`src/rtl/cnn_pkg.sv`:
```
// cnn_pkg: shared widths and packer FSM encoding for the convolution datapath (rev 1.0).
`default_nettype none

package cnn_pkg;

  localparam int CNN_DATA_W = 8;
  localparam int CNN_LANES  = 4;
  localparam int CNN_ADDR_W = 8;

  typedef enum logic [1:0] {
    ST_IDLE    = 2'd0,
    ST_COLLECT = 2'd1,
    ST_WRITE   = 2'd2,
    ST_DONE    = 2'd3
  } pk_state_t;

endpackage

`default_nettype wire

```
`src/rtl/result_addr_counter.sv`:
```
// result_addr_counter: word address with wrap strobe and saturating word count (rev 1.0).
`default_nettype none

module result_addr_counter
  import cnn_pkg::*;
#(
  parameter int ADDR_W = CNN_ADDR_W
) (
  input  logic              clk,
  input  logic              rst,
  input  logic              i_en,
  input  logic              i_clear,
  output logic [ADDR_W-1:0] o_addr,
  output logic [ADDR_W:0]   o_count,
  output logic              o_wrap
);

  logic [ADDR_W-1:0] r_addr;
  logic [ADDR_W:0]   r_count;

  assign o_addr  = r_addr;
  assign o_count = r_count;
  assign o_wrap  = i_en && (r_addr == {ADDR_W{1'b1}});

  always_ff @(posedge clk or negedge rst) begin
    if (!rst) begin
      r_addr  <= '0;
      r_count <= '0;
    end else if (i_clear) begin
      r_addr  <= '0;
      r_count <= '0;
    end else if (i_en) begin
      r_addr <= r_addr + 1'b1;
      if (r_count != {(ADDR_W+1){1'b1}})
        r_count <= r_count + 1'b1;
    end
  end

endmodule

`default_nettype wire

```
`src/rtl/result_packer.sv`:
```
// result_packer: packs LANES signed results per memory word (rev 1.0).
// Define RESULT_PACKER_RELU_EN to store negative results as zero.
`default_nettype none

module result_packer
  import cnn_pkg::*;
#(
  parameter int DATA_W = CNN_DATA_W,
  parameter int LANES  = CNN_LANES,
  parameter int ADDR_W = CNN_ADDR_W
) (
  input  logic                    clk,
  input  logic                    rst,
  input  logic                    start,
  input  logic                    in_wr,
  input  logic [DATA_W-1:0]       in_data,
  input  logic                    in_last,
  output logic                    in_ready,
  output logic                    mem_we,
  output logic [ADDR_W-1:0]       mem_addr,
  output logic [LANES*DATA_W-1:0] mem_wdata,
  input  logic                    mem_ready,
  output logic [ADDR_W:0]         count,
  output logic                    overflow,
  output logic                    done
);

  localparam int PTR_W = (LANES > 1) ? $clog2(LANES) : 1;
  localparam logic [PTR_W-1:0] c_LAST_PTR = PTR_W'(LANES - 1);

  pk_state_t               r_state;
  logic [PTR_W-1:0]        r_ptr;
  logic [LANES*DATA_W-1:0] r_word;
  logic                    r_last;
  logic                    r_in_ready;
  logic                    r_mem_we;
  logic                    r_done;
  logic                    r_overflow;

  logic [DATA_W-1:0]       w_data;
  logic                    w_accept;
  logic                    w_clear;
  logic                    w_wrap;

`ifdef RESULT_PACKER_RELU_EN
  assign w_data = in_data[DATA_W-1] ? '0 : in_data;
`else
  assign w_data = in_data;
`endif

  assign w_accept = (r_state == ST_WRITE) && mem_ready;
  assign w_clear  = (r_state == ST_IDLE) && start;

  result_addr_counter #(
    .ADDR_W (ADDR_W)
  ) u_addr_counter (
    .clk     (clk),
    .rst     (rst),
    .i_en    (w_accept),
    .i_clear (w_clear),
    .o_addr  (mem_addr),
    .o_count (count),
    .o_wrap  (w_wrap)
  );

  assign in_ready  = r_in_ready;
  assign mem_we    = r_mem_we;
  assign mem_wdata = r_word;
  assign overflow  = r_overflow;
  assign done      = r_done;

  always_ff @(posedge clk or negedge rst) begin
    if (!rst) begin
      r_state    <= ST_IDLE;
      r_ptr      <= '0;
      r_word     <= '0;
      r_last     <= 1'b0;
      r_in_ready <= 1'b0;
      r_mem_we   <= 1'b0;
      r_done     <= 1'b0;
      r_overflow <= 1'b0;
    end else begin
      case (r_state)
        ST_IDLE: begin
          if (start) begin
            r_state    <= ST_COLLECT;
            r_ptr      <= '0;
            r_word     <= '0;
            r_last     <= 1'b0;
            r_overflow <= 1'b0;
            r_in_ready <= 1'b1;
          end
        end
        ST_COLLECT: begin
          if (in_wr) begin
            r_word[int'(r_ptr)*DATA_W +: DATA_W] <= w_data;
            r_ptr <= r_ptr + 1'b1;
            if ((r_ptr == c_LAST_PTR) || in_last) begin
              r_state    <= ST_WRITE;
              r_last     <= in_last;
              r_mem_we   <= 1'b1;
              r_in_ready <= 1'b0;
            end
          end else if (in_last) begin
            // Flush a partial word; an empty word ends the frame with no write.
            r_in_ready <= 1'b0;
            r_last     <= 1'b1;
            if (r_ptr != '0) begin
              r_state  <= ST_WRITE;
              r_mem_we <= 1'b1;
            end else begin
              r_state <= ST_DONE;
              r_done  <= 1'b1;
            end
          end
        end
        ST_WRITE: begin
          if (mem_ready) begin
            r_mem_we <= 1'b0;
            r_ptr    <= '0;
            r_word   <= '0;
            if (w_wrap)
              r_overflow <= 1'b1;
            if (r_last) begin
              r_state <= ST_DONE;
              r_done  <= 1'b1;
            end else begin
              r_state    <= ST_COLLECT;
              r_in_ready <= 1'b1;
            end
          end
        end
        ST_DONE: begin
          r_done  <= 1'b0;
          r_state <= ST_IDLE;
        end
        default: r_state <= ST_IDLE;
      endcase
    end
  end

endmodule

`default_nettype wire

```
`config.mk`:
```
export PLATFORM = sky130hd
export DESIGN_NAME = result_packer
export DESIGN_NICKNAME = d
export VERILOG_FILES = /design/src/rtl/cnn_pkg.sv /design/src/rtl/result_addr_counter.sv /design/src/rtl/result_packer.sv
export SDC_FILE = /design/constraint.sdc
export NUM_CORES = 1
export LEC_CHECK = 0
export CAP_MARGIN = 20
export CORE_MARGIN = 8
export CORE_UTILIZATION = 50
export DETAILED_ROUTE_END_ITERATION = 10
export DONT_BUFFER_PORTS = 1
export PLACE_DENSITY = 0.64
export SYNTH_ARGS = -nofsm -noshare
export SYNTH_HDL_FRONTEND = slang
export SYNTH_HIERARCHICAL = 1
export SYNTH_SLANG_ARGS = --single-unit
```
`constraint.sdc`:
```
create_clock -name clk -period 2.49 [get_ports clk]
set_clock_uncertainty 0.05 [all_clocks]
set_input_delay 0.3735 -clock clk [delete_from_list [all_inputs] [get_ports clk]]
set_output_delay 0.3735 -clock clk [all_outputs]
set_load 0.03 [all_outputs]
```
==> impl_metrics.env <==
export IMPL_residual_drc_count=0
export IMPL_tritoncts="built"
export IMPL_hold_startpoint="in_data[4]"
export IMPL_fmaxAchievable_mhz=477.7
export IMPL_pin_count_of_the_biggest_net_entering_global_routing=59
export IMPL_cts_buffers=9
export IMPL_cts_sinks=58
export IMPL_hp_class="input pin to register"
export IMPL_post_synth_instance_area_um2=2819
export IMPL_dieHeight_um=91.09
export IMPL_regToRegStartpoint="u_addr_counter/o_count[3]"
export IMPL_ys_warn_count=6
export IMPL_synthAdderAreaFrac=0.03995
export IMPL_synth_commonest_cells="58 x sky130_fd_sc_hd__dfrtp_1, 43 x sky130_fd_sc_hd__o21ai_0, 39 x sky130_fd_sc_hd__inv_1"
export IMPL_cts_hold_repair_buffers=2
export IMPL_leakage_nw=1.384
export IMPL_design_die_area_um2=8296
export IMPL_fp_dieW_um=91.09
export IMPL_antennaDiodeCount=0
export IMPL_unrepaired_setup_endpoints_after_global_routing="no"
export IMPL_final_core_utilization=0.5741
export IMPL_synthDistinctLibCells=40
export IMPL_synth_top_area_cell="sky130_fd_sc_hd__dfrtp_1"
export IMPL_detail_route_first_pass_iterations=4
export IMPL_cts_reportedPaths_clkPinSlew_ns=0.07
export IMPL_cts_root_buffer_cell="sky130_fd_sc_hd__clkbuf_8"
export IMPL_grt_antenna_before_repair=0
export IMPL_startpoint_type="register"
export IMPL_grt_ovfl_total=0
export IMPL_postCtsSetupBuffers=0
export IMPL_worst_endpoint_arrival_ns=2.31
export IMPL_ctsLongestPathBuffers=2
export IMPL_hpwl_mm=4.382
export IMPL_gr_usage_all_layers=0.1570
export IMPL_route_detailed_vias_per_inst=5.444
export IMPL_worst_slew_pin_transition_ns=0.5626
export IMPL_cp_data_required_time_ns=2.70
export IMPL_drv_slew=0
export IMPL_timing_max_cap_violations=0
export IMPL_powerDensity_nw_per_um2=1039
export IMPL_detail_route_iter0_violations=100
export IMPL_setup_tns_ns=0
export IMPL_cts_htree_levels=3
export IMPL_synth_most_common_cell="sky130_fd_sc_hd__dfrtp_1"
export IMPL_placed_cell_area_um2=2877
export IMPL_synth_top_cells_by_area="sky130_fd_sc_hd__dfrtp_1 51%, sky130_fd_sc_hd__o21ai_0 7.6%, sky130_fd_sc_hd__nand3_1 5.7%, sky130_fd_sc_hd__inv_1 5.2%, sky130_fd_sc_hd__ha_1 4.0%"
export IMPL_synth_top_cell_area_share=0.5149
export IMPL_layout_cell_area_non_filler_um2=3142
export IMPL_drt_wirelength_per_cell_um=16.92
export IMPL_worstPathMaxFanout=9
export IMPL_global_route_wire_length_before_repair_mm=10.42
export IMPL_timing_final_ws_setup_ns=0.3967
export IMPL_via_count_of_the_first_global_routing_pass=2001
export IMPL_cp_startpoint="u_addr_counter/o_count[3]"
export IMPL_timing_hold_violations_final=0
export IMPL_start_util=0.5151
export IMPL_gp_routability_congestion=0.7716
export IMPL_avgSynthCellArea_um2=9.856
export IMPL_setup_viol_count_final=0
export IMPL_post_synth_inst_count=286
export IMPL_final_min_period_over_clock_period=0.8407
export IMPL_io_buffers=0
export IMPL_timing_hold_ws_ns=0.1265
export IMPL_post_route_cells_drive_above_1_share=0.1200
export IMPL_synth_top_family_by_area="simple AND/OR/NAND/NOR gates"
export IMPL_final_critical_period_ns=2.093
export IMPL_core_area_um2=5473
export IMPL_share_of_the_synthesized_area_in_compound_gates_ao_oa_aoi_oai=0.1425
export IMPL_synth_seq_cells=58
export IMPL_place_worst_setup_slack_ns=0.4026
export IMPL_synth_seq_area_share=0.5149
export IMPL_vias=2025
export IMPL_maxSlewHeadroom=0.6227
export IMPL_syn_nets=309
export IMPL_worstSetupPathType="register to register"
export IMPL_ys_async_sr_fraction=1.000
export IMPL_ys_flop_type="sky130_fd_sc_hd__dfrtp_1"
export IMPL_muxShareOfSynthArea=0.01553
export IMPL_ir_worst_vdd_v=0.0006293
export IMPL_synth_enable_flop_cells=0
export IMPL_drtAntennaViolNets=0
export IMPL_status="completed"
export IMPL_io_pin_count=67
export IMPL_skew_pair_late_insertion_delay_ns=0.33
export IMPL_layout_area_overhead_vs_synth_pct=11.45
export IMPL_synthXorXnorAreaFrac=0.04039
export IMPL_endpoint_kind="register"
export IMPL_cts_resized=0
export IMPL_synth_simple_gate_area_share=0.1620
export IMPL_final_nets=318
export IMPL_wl_mm=6.293
export IMPL_floorplan_rows=27
## layout by cell type, fill, tap and decap left out, types with 2 or more instances in the layout
cell,instances
sky130_fd_sc_hd__dfrtp_1,58
sky130_fd_sc_hd__o21ai_0,43
sky130_fd_sc_hd__inv_1,39
sky130_fd_sc_hd__nand3_1,32
sky130_fd_sc_hd__nor2_1,18
sky130_fd_sc_hd__nand2_1,12
sky130_fd_sc_hd__clkbuf_8,10
sky130_fd_sc_hd__xor2_1,10
sky130_fd_sc_hd__ha_1,9
sky130_fd_sc_hd__buf_4,8
sky130_fd_sc_hd__a21oi_1,5
sky130_fd_sc_hd__and3_1,4
sky130_fd_sc_hd__o2bb2ai_2,4
sky130_fd_sc_hd__clkinvlp_4,4
sky130_fd_sc_hd__nand4_1,4
sky130_fd_sc_hd__nor2b_1,3
sky130_fd_sc_hd__o21ai_1,3
sky130_fd_sc_hd__xnor2_1,3
sky130_fd_sc_hd__mux2i_1,3
sky130_fd_sc_hd__a31oi_1,2
sky130_fd_sc_hd__nor4b_2,2
sky130_fd_sc_hd__bufinv_16,2
sky130_fd_sc_hd__and3_2,2
sky130_fd_sc_hd__o2111ai_1,2
sky130_fd_sc_hd__or3_1,2
## per-stage QoR
step	std cells	power, mW
floorplan	286	2.136
CTS	372	3.300
detailed placement	354	2.288
finish	372	3.264
global route	372	3.463
global placement	354	2.264
## worst max-delay path, stage by stage (launching register included)
cell and delay (ns):
sky130_fd_sc_hd__dfrtp_1 0.54, sky130_fd_sc_hd__and3_1 0.27, sky130_fd_sc_hd__and3_1 0.17, sky130_fd_sc_hd__ha_1 0.16, sky130_fd_sc_hd__and2b_1 0.38, sky130_fd_sc_hd__o2111ai_1 0.17
sky130_fd_sc_hd__xor2_1 0.18, sky130_fd_sc_hd__nor2_1 0.11
## logic make-up (layout without fill, tap and decap cells)
family	after synthesis	in the layout
compound gates	65	65
mux	4	4
buf+inv	51	65
xor+xnor	13	13
fa+ha+maj	9	9
flops	58	58
simple gates	86	86
## where the power goes
group / internal (mW) / switching, mW / leakage (nW)
clock network: 0.590 / 0.389 / 0.101
registers: 1.08 / 0.346 / 0.791
logic: 0.309 / 0.547 / 0.492
total: 1.98 / 1.28 / 1.38
## routing by layer
layer  global-route usage  wire length (um)  vias up
li1                     -                 -      995
met1               0.1854              2777      977
met2               0.2412              2891       44
met3              0.06831               518        9
met4              0.07367               106        0
met5                    0                 0        -
## flip-flops by register name (all words and copies together) (netlist names), 2 cells and up
signal and cells:
mem_wdata 32, r_ptr 2, r_state 2, u_addr_counter/o_addr 8, u_addr_counter/o_count 9
## final cells by class
cell class,count,area (um^2)
Clock inverter,6,90.09
Clock buffer,10,137.6
Multi-Input combinational cell,177,1129
Sequential cell,58,1451
Tap cell,72,90.09
Timing Repair Buffer,10,97.59
Inverter,39,146.4
Fill cell,494,2331
## worst paths after layout
kind	to	slack, ns	cells past startpoint
min	mem_wdata[20]	0.13	2
max in group asynchronous	mem_wdata[9]	1.62	2
max reg2reg	u_addr_counter/o_count[5]	0.40	7
min reg2reg	r_last	0.53	1
max	u_addr_counter/o_count[5]	0.40	7
min in group asynchronous	u_addr_counter/o_count[2]	0.54	2
No activity file was read; power rests on OpenSTA's default activity.
